$ cat src/rtl/asps_beam_direction_encoder_pkg.sv
`default_nettype none
// ============================================================================
// Module      : asps_pkg
// Description : Shared types and defaults for the ASPS beam direction encoder.
// Revision    : 1.0 - initial release
// ============================================================================
package asps_pkg;

    localparam int ASPS_TIMEOUT_TICKS = 40;
    localparam int ASPS_CNT_W         = 8;

    // {beam_a, beam_b} sample encodings, 1 = blocked
    localparam logic [1:0] BEAMS_NONE = 2'b00;
    localparam logic [1:0] BEAMS_B    = 2'b01;
    localparam logic [1:0] BEAMS_A    = 2'b10;
    localparam logic [1:0] BEAMS_AB   = 2'b11;

    typedef enum logic [2:0] {
        ST_IDLE   = 3'd0,
        ST_IN_A   = 3'd1,
        ST_IN_AB  = 3'd2,
        ST_IN_B   = 3'd3,
        ST_OUT_B  = 3'd4,
        ST_OUT_BA = 3'd5,
        ST_OUT_A  = 3'd6,
        ST_FAULT  = 3'd7
    } beam_state_t;

    // True while a passage is in progress and the watchdog timer applies
    function automatic logic is_passage_state(input beam_state_t st);
        return (st != ST_IDLE) && (st != ST_FAULT);
    endfunction

endpackage : asps_pkg
`default_nettype wire

$ cat src/rtl/asps_beam_direction_encoder_if.sv
`default_nettype none
// ============================================================================
// Module      : asps_beam_direction_encoder_if
// Description : Beam inputs and passage event outputs of the direction encoder.
// Revision    : 1.0 - initial release
// ============================================================================
interface asps_beam_direction_encoder_if #(
    parameter int CNT_W = 8
);
    logic             beam_a;
    logic             beam_b;
    logic             entry_pulse;
    logic             exit_pulse;
    logic             busy;
    logic             fault;
    logic [CNT_W-1:0] abort_count;

    // Encoder side: consumes beams, produces events
    modport master (
        input  beam_a,
        input  beam_b,
        output entry_pulse,
        output exit_pulse,
        output busy,
        output fault,
        output abort_count
    );

    // Beam drivers and event consumer
    modport slave (
        output beam_a,
        output beam_b,
        input  entry_pulse,
        input  exit_pulse,
        input  busy,
        input  fault,
        input  abort_count
    );
endinterface : asps_beam_direction_encoder_if
`default_nettype wire

$ cat src/rtl/asps_beam_direction_encoder.sv
`default_nettype none
// ============================================================================
// Module      : asps_beam_direction_encoder
// Description : Decodes two-beam blocking order into entry/exit pulses with
//               abort counting, ambiguity rejection and stuck-beam timeout.
// Revision    : 1.0 - initial release
// ============================================================================
module asps_beam_direction_encoder
    import asps_pkg::*;
#(
    parameter int TIMEOUT_TICKS = ASPS_TIMEOUT_TICKS,
    parameter int CNT_W         = ASPS_CNT_W
) (
    input  wire logic                     clk,
    input  wire logic                     reset,
    asps_beam_direction_encoder_if.master bus
);

    localparam int                 c_TMR_W    = $clog2(TIMEOUT_TICKS + 1);
    localparam logic [c_TMR_W-1:0] c_TMR_LAST = c_TMR_W'(TIMEOUT_TICKS - 1);
    localparam logic [c_TMR_W-1:0] c_TMR_CAP  = c_TMR_W'(TIMEOUT_TICKS);
    localparam logic [CNT_W-1:0]   c_CNT_MAX  = '1;

    generate
        if (TIMEOUT_TICKS < 2) begin : g_bad_timeout
            $error("asps_beam_direction_encoder: TIMEOUT_TICKS must be >= 2");
        end
    endgenerate

    beam_state_t        r_state;
    beam_state_t        w_next_state;
    logic [c_TMR_W-1:0] r_timer;
    logic [CNT_W-1:0]   r_abort_count;
    logic               r_entry_pulse;
    logic               r_exit_pulse;
    logic               r_busy;
    logic               r_fault;

    logic [1:0]         w_beams;
    logic               w_timeout;
    logic               w_entry;
    logic               w_exit;
    logic               w_backout;
    logic               w_abort;

    assign w_beams   = {bus.beam_a, bus.beam_b};
    assign w_timeout = is_passage_state(r_state) && (r_timer == c_TMR_LAST);

    always_comb begin
        w_next_state = r_state;
        w_entry      = 1'b0;
        w_exit       = 1'b0;
        w_backout    = 1'b0;
        w_abort      = 1'b0;

        case (r_state)
            ST_IDLE: begin
                case (w_beams)
                    BEAMS_A:    w_next_state = ST_IN_A;
                    BEAMS_B:    w_next_state = ST_OUT_B;
                    BEAMS_AB:   w_next_state = ST_FAULT;
                    BEAMS_NONE: w_next_state = ST_IDLE;
                endcase
            end
            ST_IN_A: begin
                case (w_beams)
                    BEAMS_AB:   w_next_state = ST_IN_AB;
                    BEAMS_NONE: begin
                        w_next_state = ST_IDLE;
                        w_backout    = 1'b1;
                    end
                    BEAMS_A:    w_next_state = ST_IN_A;
                    BEAMS_B:    w_next_state = ST_FAULT;
                endcase
            end
            ST_IN_AB: begin
                case (w_beams)
                    BEAMS_B:    w_next_state = ST_IN_B;
                    BEAMS_A:    w_next_state = ST_IN_A;
                    BEAMS_AB:   w_next_state = ST_IN_AB;
                    BEAMS_NONE: w_next_state = ST_FAULT;
                endcase
            end
            ST_IN_B: begin
                case (w_beams)
                    BEAMS_NONE: begin
                        w_next_state = ST_IDLE;
                        w_entry      = 1'b1;
                    end
                    BEAMS_AB:   w_next_state = ST_IN_AB;
                    BEAMS_B:    w_next_state = ST_IN_B;
                    BEAMS_A:    w_next_state = ST_FAULT;
                endcase
            end
            ST_OUT_B: begin
                case (w_beams)
                    BEAMS_AB:   w_next_state = ST_OUT_BA;
                    BEAMS_NONE: begin
                        w_next_state = ST_IDLE;
                        w_backout    = 1'b1;
                    end
                    BEAMS_B:    w_next_state = ST_OUT_B;
                    BEAMS_A:    w_next_state = ST_FAULT;
                endcase
            end
            ST_OUT_BA: begin
                case (w_beams)
                    BEAMS_A:    w_next_state = ST_OUT_A;
                    BEAMS_B:    w_next_state = ST_OUT_B;
                    BEAMS_AB:   w_next_state = ST_OUT_BA;
                    BEAMS_NONE: w_next_state = ST_FAULT;
                endcase
            end
            ST_OUT_A: begin
                case (w_beams)
                    BEAMS_NONE: begin
                        w_next_state = ST_IDLE;
                        w_exit       = 1'b1;
                    end
                    BEAMS_AB:   w_next_state = ST_OUT_BA;
                    BEAMS_A:    w_next_state = ST_OUT_A;
                    BEAMS_B:    w_next_state = ST_FAULT;
                endcase
            end
            ST_FAULT: begin
                if (w_beams == BEAMS_NONE) begin
                    w_next_state = ST_IDLE;
                end
            end
            default: w_next_state = ST_FAULT;
        endcase

        // Watchdog overrides whatever the beams asked for this cycle
        if (w_timeout) begin
            w_next_state = ST_FAULT;
            w_entry      = 1'b0;
            w_exit       = 1'b0;
            w_backout    = 1'b0;
        end

        w_abort = w_backout || ((w_next_state == ST_FAULT) && (r_state != ST_FAULT));
    end

    always_ff @(posedge clk) begin
        if (reset) begin
            r_state <= ST_IDLE;
        end else begin
            r_state <= w_next_state;
        end
    end

    // Dwell timer: holds at the cap while parked in FAULT
    always_ff @(posedge clk) begin
        if (reset) begin
            r_timer <= '0;
        end else if ((w_next_state != r_state) || (r_state == ST_IDLE)) begin
            r_timer <= '0;
        end else if (r_timer != c_TMR_CAP) begin
            r_timer <= r_timer + 1'b1;
        end
    end

    always_ff @(posedge clk) begin
        if (reset) begin
            r_entry_pulse <= 1'b0;
            r_exit_pulse  <= 1'b0;
            r_busy        <= 1'b0;
            r_fault       <= 1'b0;
            r_abort_count <= '0;
        end else begin
            r_entry_pulse <= w_entry;
            r_exit_pulse  <= w_exit;
            r_busy        <= (w_next_state != ST_IDLE);
            r_fault       <= (w_next_state == ST_FAULT);
            if (w_abort && (r_abort_count != c_CNT_MAX)) begin
                r_abort_count <= r_abort_count + 1'b1;
            end
        end
    end

    assign bus.entry_pulse = r_entry_pulse;
    assign bus.exit_pulse  = r_exit_pulse;
    assign bus.busy        = r_busy;
    assign bus.fault       = r_fault;
    assign bus.abort_count = r_abort_count;

endmodule : asps_beam_direction_encoder
`default_nettype wire
$ cat src/flat_wrapper.sv
// flat-port wrapper written by rule: the top's interface ports become plain ports
module asps_beam_direction_encoder_flat import asps_pkg::*;
#(
    parameter int TIMEOUT_TICKS = ASPS_TIMEOUT_TICKS,
    parameter int CNT_W         = ASPS_CNT_W
)
  (clk, reset, bus_beam_a, bus_beam_b, bus_entry_pulse, bus_exit_pulse, bus_busy, bus_fault, bus_abort_count);
  asps_beam_direction_encoder_if #(.CNT_W(CNT_W)) bus_i ();
  input  wire logic clk;
  input  wire logic reset;
  input wire logic [$bits(bus_i.beam_a)-1:0] bus_beam_a;
  input wire logic [$bits(bus_i.beam_b)-1:0] bus_beam_b;
  output wire logic [$bits(bus_i.entry_pulse)-1:0] bus_entry_pulse;
  output wire logic [$bits(bus_i.exit_pulse)-1:0] bus_exit_pulse;
  output wire logic [$bits(bus_i.busy)-1:0] bus_busy;
  output wire logic [$bits(bus_i.fault)-1:0] bus_fault;
  output wire logic [$bits(bus_i.abort_count)-1:0] bus_abort_count;
  assign bus_i.beam_a = bus_beam_a;
  assign bus_i.beam_b = bus_beam_b;
  assign bus_entry_pulse = bus_i.entry_pulse;
  assign bus_exit_pulse = bus_i.exit_pulse;
  assign bus_busy = bus_i.busy;
  assign bus_fault = bus_i.fault;
  assign bus_abort_count = bus_i.abort_count;
  asps_beam_direction_encoder #(.TIMEOUT_TICKS(TIMEOUT_TICKS), .CNT_W(CNT_W)) u_core (.clk(clk), .reset(reset), .bus(bus_i));
endmodule
$ cat config.mk
export PLATFORM = sky130hd
export DESIGN_NAME = asps_beam_direction_encoder_flat
export DESIGN_NICKNAME = d
export VERILOG_FILES = /design/src/rtl/asps_beam_direction_encoder_pkg.sv /design/src/rtl/asps_beam_direction_encoder_if.sv /design/src/rtl/asps_beam_direction_encoder.sv /design/src/flat_wrapper.sv
export SDC_FILE = /design/constraint.sdc
export NUM_CORES = 1
export LEC_CHECK = 0
export BUFFER_PORTS_ARGS = -buffer_cell sky130_fd_sc_hd__buf_2
export CAP_MARGIN = 30
export CORE_AREA = 2 2 55 57
export CTS_BUF_LIST = sky130_fd_sc_hd__clkbuf_4 sky130_fd_sc_hd__clkbuf_8
export CTS_CLUSTER_DIAMETER = 60
export CTS_CLUSTER_SIZE = 20
export DETAILED_ROUTE_END_ITERATION = 8
export DIE_AREA = 0 0 57 59
export GPL_ROUTABILITY_DRIVEN = 0
export PLACE_DENSITY = 0.68
export SYNTH_ARGS = -nofsm -noshare
export SYNTH_HDL_FRONTEND = slang
export SYNTH_SLANG_ARGS = --single-unit
$ cat constraint.sdc
create_clock -name clk -period 3.5 [get_ports clk]
set_input_delay 0.175 -clock clk [delete_from_list [all_inputs] [get_ports clk]]
set_output_delay 0.175 -clock clk [all_outputs]
set_load 0.05 [all_outputs]
==> summary.md <==
| Metric | Value |
|---|---|
| Status | finished clean |
| Wirelength per Cell | 12.6 um |
| CORE AREA | 2710 um2 |
| Rel. slew slack | 63.4% |
| Synth Register Bits | 21 |
| CTS clk-pin slew, worst paths | 0.12 ns |
| Share of cells above drive strength 1 | 17.0% |
| ANT cells | 0 |
| Most common flop cell mapped by yosys | dfxtp_1 |
| RSZ-0062 raised after global routing | false |
| Cell count after placement | 192 |
| Commonest non-fill, non-tap cell in the layout | dfxtp_1 |
| Clock tree from TritonCTS | yes |
| Tot Pwr | 667 uW |
| Number of enable flip-flop cells after synthesis | 0 |
| Vias | 1109 |
| CTS H-tree depth | 1 |
| Die Footprint | 3360 um2 |
| Fin util | 52.4% |
| HP Class | in2reg |
| Achievable Freq | 376 MHz |
| Root buf cell | clkbuf_4 |
| Yosys warns | 0 |
| Reg2reg start | u_core.r_state[1] |
| CP endpoint kind | flop |
| Final Critical Period | 2.66 ns |
| Die height | 59 um |
| Half-perimeter wire length after detailed placement | 1.92 mm |
| Slowest library cell on the worst path | dfxtp_1 |
| GR peak layer | met2 |
| Worst skew pair latency | 0.30 ns |
| Clock skew | 0.00999 ns |
| Cts hold-fix bufs | 0 |
| Post-route DRC | 0 |
| Final max-slew violation count | 0 |
| Ports | 16 |
| Routed wire length | 2.47 mm |
| Commonest cells after routing, fill and taps aside | 21 x dfxtp_1, 19 x nor2_1, 15 x buf_2 |
| Hold Crit Start | reset |
| Synth async-reset ratio | 0% |
| Std-Cell Rows | 19 |
| Area after DPL | 1390 um2 |
| First-pass GRT wire length | 4.08 mm |
| Maximum number of pins on one net before global-route repair | 17 |
| Worst-path cell chain | mux2_4, a221o_1, a221oi_4, a21oi_2, a21oi_2, mux2i_1, nor2_1 |
| Nets | 181 |
| Vias/cell | 5.66 |
| Grt met2 use | 26.3% |
| Buffers & Inverters on Critical Path | 0 |
| M3 GR Usage | 4.15% |
| Max cap viols | 0 |
| Synth area leader | dfxtp_1 |
| # resized after CTS | 0 |
| Syn_area_per_cell | 8.64 um2 |
| Leakage | 0.548 nW |
| Crit path DAT | 2.86 ns |
| Synthesis-to-finish area growth | 7.39% |
| GR Util All Layers | 15.4% |
| Worst path max stage delay | 0.65 ns |
| Worst vdd ir | 0.000307 V |
| Post-synth top area share | 31.8% |
| Global routing usage on met1 | 18.7% |
| Final Hold Fails | 0 |
| Port Buf Inserts | 15 |
| Drt first-iter violations | 15 |
| Crit path required time | 3.70 ns |
| TritonRoute pass-1 iters | 4 |
| Pwr/cell area | 470 nW/um2 |
| Main area contributors after synthesis | dfxtp_1 32%, ha_1 10%, nor2_1 5.4% |
| CTS Buf Count | 3 |
| Post-CTS setup buffer count | 0 |
| Seq/Total Area, Yosys | 31.8% |
| Vias in the first global route | 968 |
| Layout Cells excl Fill | 196 |
| Critical path's most frequent cell | a21oi_2 |
| Crit path launch | u_core.r_state[1] |
| Mapped Cells | 153 |
| Die width | 57 um |
| Overflow left after global routing | 0 |
| Synthesized cell area | 1320 um2 |
| Finish-stage setup viols | 0 |
| Mapped Nets | 168 |
| Detail Route Antenna Nets | 0 |
| Worst Path Max Fanout | 13 |
| CTS sink cnt | 21 |
| Setup TNS | 0 ns |
| Post-synth cell types | 44 |
| Final worst-path cycle share | 76.0% |
| Initial Util | 48.8% |
| Top Family by Delay on Critical Path | compound AO/OA/AOI/OAI gates |
| Finished Cell Area | 1420 um2 |
| Worst Max-Slew Pin Slew | 0.550 ns |
| Worst setup SP type | flop |
| Clock Path Buffers | 2 |
| Worst setup path category | reg2reg |
| Antenna violations before repair | 0 |
cell usage after synthesis, types with 4 or more instances:
cell type,count
inv_1,8
a21oi_1,10
o31ai_1,4
nand3_1,6
or3_1,6
o21ai_1,4
dfxtp_1,21
ha_1,11
nor2_1,19
nor3_1,4
nand2_1,5
xnor2_1,6
power by group:
group / switching, mW / internal [mW]
registers: 0.0381 / 0.259
logic: 0.157 / 0.0995
clock network: 0.0708 / 0.0426
worst paths after layout:
check                           slack, ns                   endpoint  cells after the start
worst max-delay path                 0.84  u_core.bus.abort_count[1]                      7
worst min-delay path                 0.21          u_core.r_state[0]                      2
worst max register to register       0.84  u_core.bus.abort_count[1]                      7
worst min register to register       0.51  u_core.bus.abort_count[7]                      2
state kept, by name, indices dropped and copies added (netlist names):
register / flops
u_core.bus.exit_pulse: 1
u_core.bus.abort_count: 8
u_core.r_timer: 6
u_core.bus.busy: 1
u_core.bus.entry_pulse: 1
u_core.bus.fault: 1
u_core.r_state: 3
routing by layer:
metal,routed length (um),up-vias
met4,36,0
met2,1220,28
met3,118,4
met5,0,-
li1,-,568
met1,1090,509
cells by family (layout without fill, tap and decap cells):
logic type / count (synthesis) / in the layout / synth area share, %
buf+inv: 17 / 29 / 6.15
mux: 5 / 5 / 4.26
fa+ha+maj: 11 / 11 / 10.4
simple gates: 58 / 58 / 24.2
xor+xnor: 9 / 9 / 5.97
compound gates: 32 / 32 / 17.1
flops: 21 / 21 / 31.8
metrics by stage:
stage / hold slack [ns] / setup slack (ns)
after floorplan: 0.473 / 1.26
after global placement: 0.483 / 0.952
after global routing: 0.212 / 0.692
final: 0.212 / 0.841
after detailed placement: 0.499 / 0.866
after CTS: 0.201 / 0.855
layout make-up:
| class | instances | area, um2 |
|---|---|---|
| Fill cell | 269 | 1290 |
| Sequential cell | 21 | 420 |
| Clock inverter | 1 | 5.00 |
| Clock buffer | 3 | 22.5 |
| Inverter | 10 | 37.5 |
| Multi-Input combinational cell | 115 | 820 |
| Timing Repair Buffer | 15 | 75.1 |
| Tap cell | 31 | 38.8 |
worst register-to-register path: cells and delay by family (launching register included):
| family | cells | cell delay [ns] |
|---|---|---|
| AOI/OAI and AO/OA | 4 | 1.28 |
| DFF | 1 | 0.65 |
| muxes | 2 | 0.58 |
| and+or+nand+nor | 1 | 0.05 |
Power figures use the tool's default switching activity.
